### src/rtl/load_store_unit_if.sv
// rtl/load_store_unit_if.sv - request, response and data-memory signals of the load/store unit
interface load_store_unit_if #(
   parameter int size = 32
);
   logic            req_valid;
   logic            req_ready;
   logic            req_store;
   logic [1:0]      req_size;
   logic            req_unsigned;
   logic [size-1:0] req_base;
   logic [size-1:0] req_offset;
   logic [size-1:0] req_wdata;
   logic            resp_valid;
   logic [size-1:0] resp_rdata;
   logic            resp_fault;
   logic [size-1:0] mem_address;
   logic            mem_read;
   logic            mem_write;
   logic [size-1:0] mem_write_data;
   logic [size-1:0] mem_read_data;

   modport slave (
      input  req_valid, req_store, req_size, req_unsigned, req_base, req_offset, req_wdata,
      input  mem_read_data,
      output req_ready, resp_valid, resp_rdata, resp_fault,
      output mem_address, mem_read, mem_write, mem_write_data
   );

   modport master (
      output req_valid, req_store, req_size, req_unsigned, req_base, req_offset, req_wdata,
      output mem_read_data,
      input  req_ready, resp_valid, resp_rdata, resp_fault,
      input  mem_address, mem_read, mem_write, mem_write_data
   );
endinterface

### src/rtl/load_store_unit.sv
// rtl/load_store_unit.sv - load/store unit with sub-word read-modify-write in front of word memory
module load_store_unit #(
   parameter int size    = 32,
   parameter int MemSize = 1024
) (
   input  logic               clk,
   input  logic               reset,
   load_store_unit_if.slave   bus
);
   typedef enum logic [1:0] {IDLE, ACCESS, WRITE, RESP} state_t;

   state_t          state_q;
   logic [1:0]      ea_lo_q;
   logic [1:0]      size_q;
   logic            store_q;
   logic            unsigned_q;
   logic [15:0]     wdata_q;
   logic [size-1:0] mem_address_q;
   logic            mem_read_q;
   logic            mem_write_q;
   logic [size-1:0] mem_write_data_q;
   logic            resp_valid_q;
   logic [size-1:0] resp_rdata_q;
   logic            resp_fault_q;

   logic [size-1:0] ea_d;
   logic            fault_d;
   logic            word_store_d;
   logic [4:0]      sh_byte_d;
   logic [4:0]      sh_half_d;
   logic [size-1:0] rbyte_d;
   logic [size-1:0] rhalf_d;
   logic [size-1:0] load_d;
   logic [size-1:0] mask_d;
   logic [size-1:0] lane_d;
   logic [size-1:0] merge_d;

   assign ea_d         = bus.req_base + bus.req_offset;
   assign word_store_d = bus.req_store && (bus.req_size == 2'b10);

   always_comb begin
      fault_d = 1'b0;
      if (bus.req_size == 2'b11)
         fault_d = 1'b1;
      if ((bus.req_size == 2'b01) && ea_d[0])
         fault_d = 1'b1;
      if ((bus.req_size == 2'b10) && (ea_d[1:0] != 2'b00))
         fault_d = 1'b1;
      if ({2'b00, ea_d[size-1:2]} >= size'(MemSize))
         fault_d = 1'b1;
   end

   // Lane selection uses the latched low address bits of the accepted request.
   assign sh_byte_d = {ea_lo_q, 3'b000};
   assign sh_half_d = {ea_lo_q[1], 4'b0000};
   assign rbyte_d   = bus.mem_read_data >> sh_byte_d;
   assign rhalf_d   = bus.mem_read_data >> sh_half_d;

   always_comb begin
      load_d = bus.mem_read_data;
      case (size_q)
         2'b00:   load_d = unsigned_q ? {{(size-8){1'b0}}, rbyte_d[7:0]}
                                      : {{(size-8){rbyte_d[7]}}, rbyte_d[7:0]};
         2'b01:   load_d = unsigned_q ? {{(size-16){1'b0}}, rhalf_d[15:0]}
                                      : {{(size-16){rhalf_d[15]}}, rhalf_d[15:0]};
         default: load_d = bus.mem_read_data;
      endcase
   end

   assign mask_d  = (size_q == 2'b00) ? (size'(8'hFF) << sh_byte_d) : (size'(16'hFFFF) << sh_half_d);
   assign lane_d  = (size_q == 2'b00) ? ({{(size-8){1'b0}}, wdata_q[7:0]} << sh_byte_d)
                                      : ({{(size-16){1'b0}}, wdata_q} << sh_half_d);
   assign merge_d = (bus.mem_read_data & ~mask_d) | lane_d;

   always_ff @(posedge clk or posedge reset) begin
      if (reset) begin
         state_q          <= IDLE;
         ea_lo_q          <= '0;
         size_q           <= '0;
         store_q          <= 1'b0;
         unsigned_q       <= 1'b0;
         wdata_q          <= '0;
         mem_address_q    <= '0;
         mem_read_q       <= 1'b0;
         mem_write_q      <= 1'b0;
         mem_write_data_q <= '0;
         resp_valid_q     <= 1'b0;
         resp_rdata_q     <= '0;
         resp_fault_q     <= 1'b0;
      end else begin
         case (state_q)
            IDLE: begin
               if (bus.req_valid) begin
                  ea_lo_q    <= ea_d[1:0];
                  size_q     <= bus.req_size;
                  store_q    <= bus.req_store;
                  unsigned_q <= bus.req_unsigned;
                  wdata_q    <= bus.req_wdata[15:0];
                  if (fault_d) begin
                     state_q      <= RESP;
                     resp_valid_q <= 1'b1;
                     resp_fault_q <= 1'b1;
                     resp_rdata_q <= '0;
                  end else begin
                     state_q          <= ACCESS;
                     mem_address_q    <= {2'b00, ea_d[size-1:2]};
                     mem_read_q       <= 1'b1;
                     mem_write_q      <= word_store_d;
                     mem_write_data_q <= word_store_d ? bus.req_wdata : '0;
                  end
               end
            end
            ACCESS: begin
               if (store_q && (size_q != 2'b10)) begin
                  // Old word is merged straight into the write-data register.
                  state_q          <= WRITE;
                  mem_read_q       <= 1'b0;
                  mem_write_q      <= 1'b1;
                  mem_write_data_q <= merge_d;
               end else begin
                  state_q          <= RESP;
                  mem_address_q    <= '0;
                  mem_read_q       <= 1'b0;
                  mem_write_q      <= 1'b0;
                  mem_write_data_q <= '0;
                  resp_valid_q     <= 1'b1;
                  resp_fault_q     <= 1'b0;
                  resp_rdata_q     <= store_q ? '0 : load_d;
               end
            end
            WRITE: begin
               state_q          <= RESP;
               mem_address_q    <= '0;
               mem_write_q      <= 1'b0;
               mem_write_data_q <= '0;
               resp_valid_q     <= 1'b1;
               resp_fault_q     <= 1'b0;
               resp_rdata_q     <= '0;
            end
            RESP: begin
               state_q      <= IDLE;
               resp_valid_q <= 1'b0;
            end
            default: state_q <= IDLE;
         endcase
      end
   end

   assign bus.req_ready      = (state_q == IDLE) && !reset;
   assign bus.resp_valid     = resp_valid_q;
   assign bus.resp_rdata     = resp_rdata_q;
   assign bus.resp_fault     = resp_fault_q;
   assign bus.mem_address    = mem_address_q;
   assign bus.mem_read       = mem_read_q;
   assign bus.mem_write      = mem_write_q;
   assign bus.mem_write_data = mem_write_data_q;
endmodule

### src/flat_wrapper.sv
// flat-port wrapper written by rule: the top's interface ports become plain ports
module load_store_unit_flat 
#(
   parameter int size    = 32,
   parameter int MemSize = 1024
)
  (clk, reset, bus_req_valid, bus_req_store, bus_req_size, bus_req_unsigned, bus_req_base, bus_req_offset, bus_req_wdata, bus_mem_read_data, bus_req_ready, bus_resp_valid, bus_resp_rdata, bus_resp_fault, bus_mem_address, bus_mem_read, bus_mem_write, bus_mem_write_data);
  load_store_unit_if #(.size(size)) bus_i ();
  input  logic clk;
  input  logic reset;
  input wire logic [$bits(bus_i.req_valid)-1:0] bus_req_valid;
  input wire logic [$bits(bus_i.req_store)-1:0] bus_req_store;
  input wire logic [$bits(bus_i.req_size)-1:0] bus_req_size;
  input wire logic [$bits(bus_i.req_unsigned)-1:0] bus_req_unsigned;
  input wire logic [$bits(bus_i.req_base)-1:0] bus_req_base;
  input wire logic [$bits(bus_i.req_offset)-1:0] bus_req_offset;
  input wire logic [$bits(bus_i.req_wdata)-1:0] bus_req_wdata;
  input wire logic [$bits(bus_i.mem_read_data)-1:0] bus_mem_read_data;
  output wire logic [$bits(bus_i.req_ready)-1:0] bus_req_ready;
  output wire logic [$bits(bus_i.resp_valid)-1:0] bus_resp_valid;
  output wire logic [$bits(bus_i.resp_rdata)-1:0] bus_resp_rdata;
  output wire logic [$bits(bus_i.resp_fault)-1:0] bus_resp_fault;
  output wire logic [$bits(bus_i.mem_address)-1:0] bus_mem_address;
  output wire logic [$bits(bus_i.mem_read)-1:0] bus_mem_read;
  output wire logic [$bits(bus_i.mem_write)-1:0] bus_mem_write;
  output wire logic [$bits(bus_i.mem_write_data)-1:0] bus_mem_write_data;
  assign bus_i.req_valid = bus_req_valid;
  assign bus_i.req_store = bus_req_store;
  assign bus_i.req_size = bus_req_size;
  assign bus_i.req_unsigned = bus_req_unsigned;
  assign bus_i.req_base = bus_req_base;
  assign bus_i.req_offset = bus_req_offset;
  assign bus_i.req_wdata = bus_req_wdata;
  assign bus_i.mem_read_data = bus_mem_read_data;
  assign bus_req_ready = bus_i.req_ready;
  assign bus_resp_valid = bus_i.resp_valid;
  assign bus_resp_rdata = bus_i.resp_rdata;
  assign bus_resp_fault = bus_i.resp_fault;
  assign bus_mem_address = bus_i.mem_address;
  assign bus_mem_read = bus_i.mem_read;
  assign bus_mem_write = bus_i.mem_write;
  assign bus_mem_write_data = bus_i.mem_write_data;
  load_store_unit #(.size(size), .MemSize(MemSize)) u_core (.clk(clk), .reset(reset), .bus(bus_i));
endmodule
### config.mk
export PLATFORM = sky130hd
export DESIGN_NAME = load_store_unit_flat
export DESIGN_NICKNAME = d
export VERILOG_FILES = /design/src/rtl/load_store_unit_if.sv /design/src/rtl/load_store_unit.sv /design/src/flat_wrapper.sv
export SDC_FILE = /design/constraint.sdc
export NUM_CORES = 1
export LEC_CHECK = 0
export BUFFER_PORTS_ARGS = -buffer_cell sky130_fd_sc_hd__buf_2
export CORE_MARGIN = 2
export CORE_UTILIZATION = 54
export CTS_BUF_LIST = sky130_fd_sc_hd__clkbuf_8
export CTS_CLUSTER_SIZE = 8
export DETAILED_ROUTE_END_ITERATION = 12
export GPL_ROUTABILITY_DRIVEN = 0
export PLACE_DENSITY_LB_ADDON = 0.3
export SLEW_MARGIN = 10
export SYNTH_ARGS = -nofsm -noshare
export SYNTH_HDL_FRONTEND = slang
export SYNTH_SLANG_ARGS = --single-unit
### constraint.sdc
create_clock -name clk -period 10 [get_ports clk]
set_input_delay 3 -clock clk [delete_from_list [all_inputs] [get_ports clk]]
set_output_delay 3 -clock clk [all_outputs]
set_load 0.005 [all_outputs]
==> metrics.txt <==
status=completed; Fin. Hold Viols=0; fmax=0.158 GHz; Ports=~240; Post-CTS Setup Bufs=0; Yosys cell types=76; Die W=between 100 and 150 um; Fin Setup TNS=0 ps; WP data required=~7000 ps; drt first-iter violations=about 700; Crit path depth=3; CTS tree=done; Crit path max-delay family=buffers and inverters; type of destination of the critical path=output port; GRT Total Usage=0.285; Mapped Area=~0.0084 mm^2; initial core utilization=0.552; # rows=45; hpwl dp=17.8 mm; total grt overflow=0; Worst Tran Pin Value=1200 ps; leak pwr=slightly above 5 nW; cts repair resizes=0; Routed Antenna Nets=0; Max-cap violations=0; syn_area_per_cell=~9.4 um^2; Synth Area in Adders=0.0532; sequential-to-total area share from yosys stat=0.365; mux cell area share after synthesis=0.162; CP arrival=around 3400 ps; number of global-route vias before repair=7247; WL final=~24 mm; DR pass1 iterations=6; worst flop-to-flop path endpoint=u_core.bus.resp_rdata[18]; CP endpoint=bus_req_ready; count leader, synth=dfrtp_1; initial antenna violation count=1; Num Clock Sinks=~120; # hold bufs at CTS=0; most frequent cells after synthesis=dfrtp_1 (122), nand2_1 (105), o21ai_0 (77); Layout area overhead=18.8%; post-route cell area=0.00994 mm^2; share of the synthesized area in the top cell type=0.365; H-tree level count=4; CTS Buf Count=17; dominant synthesized flop cell=dfrtp_1; slowest cell on the critical path=buf_2; largest net degree at the start of global routing=78; compound-cell area share of the yosys netlist=0.217; CP max stage delay=120 ps; worst vdd ir=about 0.17 mV; CP Launch Point=reset; CP Launch Type=primary input; Final period util=0.635; Tmin final=6350 ps; fin. max-slew vios=0; Yosys reg bits=between 100 and 150; Worst-Skew Late Latency=~440 ps; RR Startpoint=u_core.state_q[1]; Post-synth EDFFs=0; dpl cell area=approximately 0.0095 mm^2; critical path buffer and inverter count=2; Pwr Density=256 mW/mm^2; main combinational cell family by area after synthesis=compound AO/OA/AOI/OAI gates; CP cell instances=buf_2, nor2b_1, buf_2; pre-CTS setup slack=approximately 3200 ps; WL/cell=around 18 um; Root Driver=clkbuf_8; Worst path most repeated cell=buf_2; CORE AREA=around 0.015 mm^2; Rel. slew slack=0.198; Clock Skew=approximately 11 ps; crit path kind=in2out; post-synthesis xor/xnor area fraction=0.0157; vias=7787; first-pass GRT wire length=approximately 37 mm; Reg2Reg Depth=7; cell taking the most area after synthesis=dfrtp_1; Post-synth ARST share=1.00; YS warnings=0; port bufs=around 230; Remaining DRCs=0; layout cell share with drive strength beyond 1=0.335; Final Setup Violations=0; unrepaired setup endpoints after global routing=false; Simple-Gate Fraction of Synth Area=0.136; Worst Slack Setup Final=between 3000 and 4000 ps; fin nets=about 1.3k; CTS max path bufs=2; Via density=about 6; maximum fanout along the worst path=2; Die Ht=around 130 um; Die ar.=~0.017 mm^2; Worst Hold Class=reg2reg; Cells after Synth=just under 900; largest cells by area after synthesis=dfrtp_1 (36%), mux2_4 (9.5%), ha_1 (5.1%), nand2_1 (4.7%), o21ai_0 (4.6%); FF-to-FF setup slack=about 6600 ps; Clock Pin Slew Worst Setup and Hold Paths=~70 ps
==> through the flow <==
stage	instances	power [mW]	utilization	hold slack, ps
floorplan	888	1.77	-	478
global placement	1259	2.07	0.630	464
detailed placement	1259	2.10	0.630	465
CTS	1291	2.54	0.656	490
global route	1291	2.71	0.656	504
finish	1292	2.55	0.656	489
==> logic make-up after synthesis <==
logic type / after synthesis
flip-flops: 122
AO/OA/AOI/OAI: 277
buffers and inverters: 93
other: 1
XOR/XNOR: 15
multiplexers: 104
adder cells (fa/ha/maj): 35
AND/OR/NAND/NOR: 240
==> where the power goes <==
part           switching, mW  leakage, nW  internal [mW]
Clock                  0.212        0.200          0.229
Combinational          0.721         3.25          0.612
Sequential             0.119         1.63          0.654
Total                   1.05         5.09           1.50
==> state kept, by name, summed over array words and instances, names as in the netlist <==
register                   count
u_core.bus.resp_fault          1
u_core.ea_lo_q                 2
u_core.store_q                 1
u_core.unsigned_q              1
u_core.bus.resp_valid          1
u_core.bus.resp_rdata         32
u_core.wdata_q                16
u_core.state_q                 2
u_core.bus.mem_address        30
u_core.bus.mem_write           1
u_core.bus.mem_write_data     32
u_core.bus.mem_read            1
u_core.size_q                  2
==> how the worst min path moves through the flow <==
stage,slack [ps],cells past startpoint,endpoint,from
after global placement,460,1,u_core.bus.mem_address[25],u_core.bus.mem_address[25]
after global routing,500,1,u_core.bus.mem_address[18],u_core.bus.mem_address[18]
after floorplan,480,1,u_core.bus.mem_address[10],u_core.bus.mem_address[10]
after detailed placement,470,1,u_core.bus.mem_address[14],u_core.bus.mem_address[14]
final,490,1,u_core.bus.mem_address[24],u_core.bus.mem_address[24]
after CTS,490,1,u_core.bus.mem_address[28],u_core.bus.mem_address[28]
==> per-layer routing <==
metal,share of wire,vias to the layer above,GRT usage
met5,0,-,0
met4,0.030,0,0.101
met3,0.085,69,0.0653
met2,0.46,430,0.463
met1,0.42,3657,0.374
li1,-,3631,-
==> layout by cell type, fill, tap and decap left out, drive strengths merged, types with 8 or more instances in the layout <==
master	n
o21a	8
inv	41
a2bb2oi	9
o2bb2ai	11
a22o	8
mux2	82
mux2i	21
nand2	106
a21oi	68
a31oi	9
a22oi	9
nand4	18
a211oi	9
nor2	39
ha	34
nand3	8
xor2	8
buf	238
a21o	9
o21ai	88
dfrtp	122
and2	22
clkbuf	18
nor3	22
==> cell type report <==
type | instances | area [um^2]
multi-input cells | 673 | 4910
flip-flops and latches | 122 | 3050
repair buffers | 238 | 1200
diodes | 1 | 2.50
clock buffers | 18 | 248
well taps | 188 | 235
clock inverters | 14 | 144
inverters | 38 | 145
fillers | 1311 | 5210
Note: power is estimated with default switching activity, not from simulation.
